<file path="src/rtl/seq_divider_8bit.sv">
// Sequential signed restoring divider: 2*WIDTH-bit dividend by WIDTH-bit divisor,
// one quotient bit per cycle, then a sign/saturation fix-up cycle.
module seq_divider_8bit #(
  parameter int WIDTH = 8
) (
  input  logic                 clk,
  input  logic                 rst,
  input  logic                 start,
  input  logic [2*WIDTH-1:0]   dividend,
  input  logic [WIDTH-1:0]     divisor,
  output logic                 busy,
  output logic                 done,
  output logic [WIDTH-1:0]     quotient,
  output logic [WIDTH-1:0]     remainder,
  output logic                 dbz,
  output logic                 ovf
);

  localparam int DW = 2 * WIDTH;
  localparam int CW = $clog2(DW);

  typedef enum logic [1:0] {IDLE, DIV, FIX} state_t;

  state_t           state, state_nxt;
  logic [DW-1:0]    acc;        // dividend magnitude shifts out, quotient bits shift in
  logic [WIDTH:0]   prem;
  logic [WIDTH-1:0] dvs_mag;
  logic [WIDTH-1:0] dvd_lo;
  logic [CW-1:0]    cnt;
  logic             sign_q, sign_r, zero;

  logic [DW-1:0]    dvd_abs;
  logic [WIDTH-1:0] dvs_abs;
  logic [WIDTH+1:0] shifted, trial;
  logic [WIDTH-1:0] q_neg, r_fix, q_fix;
  logic             ovf_fix;

  always_ff @(posedge clk) begin
    if (rst) state <= IDLE;
    else     state <= state_nxt;
  end

  always_comb begin
    state_nxt = state;
    busy      = 1'b0;
    case (state)
      IDLE: if (start) state_nxt = (divisor == '0) ? FIX : DIV;
      DIV: begin
        busy = 1'b1;
        if (cnt == CW'(DW - 1)) state_nxt = FIX;
      end
      FIX: begin
        busy      = 1'b1;
        state_nxt = IDLE;
      end
      default: state_nxt = IDLE;
    endcase
  end

  always_comb begin
    dvd_abs = dividend[DW-1] ? -dividend : dividend;
    dvs_abs = divisor[WIDTH-1] ? -divisor : divisor;
    shifted = {prem, acc[DW-1]};
    trial   = shifted - {2'b00, dvs_mag};
    q_neg   = -acc[WIDTH-1:0];
    r_fix   = sign_r ? -prem[WIDTH-1:0] : prem[WIDTH-1:0];
    // Negative results may reach one further than positive ones (-128 vs 127).
    ovf_fix = sign_q ? (acc > DW'(2 ** (WIDTH - 1))) : (acc > DW'(2 ** (WIDTH - 1) - 1));
    if (ovf_fix) q_fix = sign_q ? {1'b1, {(WIDTH-1){1'b0}}} : {1'b0, {(WIDTH-1){1'b1}}};
    else         q_fix = sign_q ? q_neg : acc[WIDTH-1:0];
  end

  always_ff @(posedge clk) begin
    if (rst) begin
      acc       <= '0;
      prem      <= '0;
      dvs_mag   <= '0;
      dvd_lo    <= '0;
      cnt       <= '0;
      sign_q    <= 1'b0;
      sign_r    <= 1'b0;
      zero      <= 1'b0;
      done      <= 1'b0;
      quotient  <= '0;
      remainder <= '0;
      dbz       <= 1'b0;
      ovf       <= 1'b0;
    end else begin
      done <= 1'b0;
      case (state)
        IDLE: if (start) begin
          acc     <= dvd_abs;
          dvs_mag <= dvs_abs;
          dvd_lo  <= dividend[WIDTH-1:0];
          sign_q  <= dividend[DW-1] ^ divisor[WIDTH-1];
          sign_r  <= dividend[DW-1];
          zero    <= (divisor == '0);
          prem    <= '0;
          cnt     <= '0;
        end
        DIV: begin
          cnt <= cnt + 1'b1;
          if (!trial[WIDTH+1]) begin
            prem <= trial[WIDTH:0];
            acc  <= {acc[DW-2:0], 1'b1};
          end else begin
            prem <= shifted[WIDTH:0];
            acc  <= {acc[DW-2:0], 1'b0};
          end
        end
        FIX: begin
          done <= 1'b1;
          if (zero) begin
            dbz       <= 1'b1;
            ovf       <= 1'b0;
            quotient  <= '1;
            remainder <= dvd_lo;
          end else begin
            dbz       <= 1'b0;
            ovf       <= ovf_fix;
            quotient  <= q_fix;
            remainder <= r_fix;
          end
        end
        default: ;
      endcase
    end
  end

endmodule

</file>
<file path="config.mk">
export PLATFORM = sky130hd
export DESIGN_NAME = seq_divider_8bit
export DESIGN_NICKNAME = d
export VERILOG_FILES = /design/src/rtl/seq_divider_8bit.sv
export SDC_FILE = /design/constraint.sdc
export NUM_CORES = 1
export LEC_CHECK = 0
export ABC_AREA = 1
export CORE_UTILIZATION = 61
export DETAILED_ROUTE_END_ITERATION = 16
export MAX_ROUTING_LAYER = met4
export PLACE_DENSITY_LB_ADDON = 0.08
export SYNTH_ARGS = -nofsm -noshare
export SYNTH_HDL_FRONTEND = slang
export SYNTH_SLANG_ARGS = --single-unit
</file>
<file path="constraint.sdc">
create_clock -name clk -period 3.34 [get_ports clk]
set_clock_uncertainty 0.05 [all_clocks]
set_input_delay 0.334 -clock clk [delete_from_list [all_inputs] [get_ports clk]]
set_output_delay 0.334 -clock clk [all_outputs]
set_load 0.01 [all_outputs]
</file>
==> flow_summary.json <==
{
  "clock_power_share_pct": 24.9,
  "finalCriticalPeriod_ns": 2.21,
  "port_buffers": 46,
  "slew_headroom_pct": 39.5,
  "area.sequential_mm2": 0.00138,
  "gp_congestion": 0.908,
  "fp.dieArea_mm2": 0.00727,
  "endpoint_kind": "flop",
  "dp_hpwl_mm": 7.86,
  "critical_path_class": "flop to flop",
  "fin_tns_setup_ns": 0,
  "finalHoldViolCount": 0,
  "synth-seq-area-share_pct": 32.7,
  "hold_path_startpoint": "dvd_lo[0]$_SDFFE_PP0P_",
  "area_growth_pct": 15.7,
  "start_util_pct": 64.8,
  "synth_cell_types": 46,
  "path_max_fanout": 21,
  "grt_max_degree": 36,
  "synth_edf_count": 0,
  "grt_pass1_wl_mm": 17.8,
  "wl_per_cell_um": 14.0,
  "crit_path_frequent_cell": "inv_1",
  "vias": 4307,
  "clkLatencyLatePin_ns": 0.35,
  "layout-drive-gt1-share_pct": 6.19,
  "max_freq_mhz": 452,
  "cp_data_required_time_ns": 3.57,
  "clk_pin_slew_ns": 0.08,
  "vias_per_cell": 5.70,
  "met1_usage_pct": 40.2,
  "power_density_mw_per_mm2": 476,
  "power.switching_mw": 0.850,
  "leakagePower_nw": 2.13,
  "htree_levels": 3,
  "crit_buf_inv": 5,
  "reg2reg_from": "state[0]$_SDFFE_PP0P_",
  "n_antenna_cell": 0,
  "ir_drop_v": 0.000337,
  "use_met3_pct": 6.23,
  "io_pins": 47,
  "hold_path.class": "flop to flop",
  "intPower_mw": 1.48,
  "rsz0062_at_grt": "false",
  "reg2reg_depth": 10,
  "finalCritPeriodShare_pct": 66.3,
  "final_cell_mix": "143 x nand2_1, 86 x inv_1, 69 x dfxtp_1",
  "path_cells": "inv_1 > ha_1 > nand2_1 > buf_4 > inv_1 > a21oi_2 > inv_1 > o22ai_1 > inv_1 > a21oi_1",
  "r2r_end": "acc[9]$_SDFFE_PP0P_",
  "cts-root-buf": "clkbuf_8",
  "startpoint_type": "flop",
  "mostFrequentLayoutCell": "nand2_1",
  "clock-sinks": 69,
  "clock_path_buffers": 2,
  "overflow": 0,
  "detail-route-antenna-nets": 0,
  "cts_tree": "yes",
  "top_usage_layer": "met2",
  "core-area_mm2": 0.00653,
  "synth_ff_type": "dfxtp_1",
  "antenna_found_initial": 0,
  "critPathMaxStageDelay_ns": 0.37,
  "async_reset_ff_share_pct": 0,
  "finalSetupViolations": 0,
  "max_cap_violations": 0,
  "status": "finished, final reports clean",
  "ctsHoldBuffers": 0,
  "drv_slew": 0,
  "holdPathEnd": "dvd_lo[0]$_SDFFE_PP0P_",
  "dr.pass1.iters": 7,
  "tightest_slew_ns": 0.907,
  "grt_pass1_vias": 3889,
  "r2r_slack_ns": 1.13,
  "syn-cell-area_mm2": 0.00423,
  "rows": 29,
  "critical_path.slowest_cell": "a21oi_2",
  "post_synth.cell_area_avg_um2": 6.67,
  "fill_cells": 541,
  "power_frac_comb_pct": 34.4,
  "synth_nets": 678,
  "fp.dieH_um": 85.3,
  "multi_input_area_mm2": 0.00242,
  "cts_buffers": 9,
  "hold-worst-slack_ns": 0.406,
  "nets": 718,
  "swShare_pct": 36.5,
  "holdPathStages": 2,
  "grt_util_all_layers_pct": 31.5,
  "post_cts_buffers": 0,
  "p_seq_share_pct": 40.7,
  "routed_wl_mm": 10.6,
  "path_delay_family": "buffers and inverters",
  "ys_ff_latch": 69,
  "cts_resized": 0,
  "postSynthCellCount": 634,
  "drc": 0,
  "drtIter0Drc": 224,
  "arrival_ns": 2.44,
  "yosys_warnings": 0,
  "use_met2_pct": 49.5,
  "die_width_um": 85.3
}
## worst max-delay path by stage
stage,startpoint,depth (start not counted),endpoint,slack [ns]
floorplan,acc[15]$_SDFFE_PP0P_,12,prem[6]$_SDFFE_PP0P_,1.65
global placement,dividend[15],5,acc[15]$_SDFFE_PP0P_,1.05
detailed placement,dividend[15],5,acc[15]$_SDFFE_PP0P_,1.03
CTS,state[0]$_SDFFE_PP0P_,10,acc[9]$_SDFFE_PP0P_,1.14
global route,state[0]$_SDFFE_PP0P_,10,acc[9]$_SDFFE_PP0P_,0.88
finish,state[0]$_SDFFE_PP0P_,10,acc[9]$_SDFFE_PP0P_,1.13
## logic make-up (layout without fill, tap and decap cells)
group	after synthesis	count (layout)	synth area share, %
adders and majority gates	17	17	5.21
xor gates and xnor gates	12	12	2.49
buffers and inverters	112	156	10.1
AOI/OAI and AO/OA	137	137	18.4
DFF	69	69	32.7
and+or+nand+nor	287	287	31.1
## metrics by stage
| stage | power [mW] | utilization, % | worst slack, ns | cell area [um2] | std cells |
|---|---|---|---|---|---|
| floorplan | 1.54 | - | 1.65 | 4230 | 634 |
| global placement | 1.72 | 72.5 | 1.05 | 4740 | 740 |
| detailed placement | 1.74 | 72.5 | 1.03 | 4740 | 740 |
| CTS | 2.33 | 74.9 | 1.14 | 4890 | 755 |
| global route | 2.47 | 74.9 | 0.885 | 4890 | 755 |
| finish | 2.33 | 74.9 | 1.13 | 4890 | 755 |
## power by group through the flow
stage | Combinational [mW] | Clock (mW) | Sequential [mW]
2_1_floorplan | 0.589 | 0 | 0.951
4_1_cts | 0.791 | 0.589 | 0.946
5_1_grt | 0.900 | 0.620 | 0.955
6_report | 0.801 | 0.580 | 0.947
3_3_place_gp | 0.761 | 0 | 0.961
3_5_place_dp | 0.780 | 0 | 0.964
## worst reg2reg max path: stages (launching register included)
cell and delay (ns):
dfxtp_1 0.36, inv_1 0.09, ha_1 0.22, nand2_1 0.06, buf_4 0.22, inv_1 0.10, a21oi_2 0.37, inv_1 0.30
o22ai_1 0.18, inv_1 0.05, a21oi_1 0.13
## synthesized netlist by cell type (all sizes together) (5+ instances only)
library cell,count,area share [%]
a31oi,15,2.2
ha,16,4.7
or2,5,0.74
xor2,9,1.9
dfxtp,69,33
clkbuf,17,1.5
nand3b,7,1.2
nor3,10,1.4
inv,88,7.8
nand2,147,14
nand3,65,8.3
o21ai,48,5.8
a21oi,57,7.3
nor2,44,4.2
nand4,6,1.2
buf,6,0.74
## state kept, by name, indices dropped and copies added, names as in the netlist, 2 cells and up
register and flops:
state 2, quotient 8, dvs_mag 8, acc 16
remainder 8, cnt 4, dvd_lo 8, prem 9
## layout make-up
cell class,count,area share [%]
Timing Repair Buffer,52,10.3
Clock inverter,2,0.204
Clock buffer,13,3.04
Sequential cell,69,28.2
Inverter,89,6.83
Tap cell,77,1.97
Multi-Input combinational cell,453,49.4
## metal layers
| layer | vias up | share of wire, % |
|---|---|---|
| li1 | 2172 | - |
| met2 | 147 | 46 |
| met3 | 22 | 6.2 |
| met4 | 0 | 2.0 |
| met5 | - | 0 |
| met1 | 1966 | 46 |
Power figures use the tool's default switching activity.
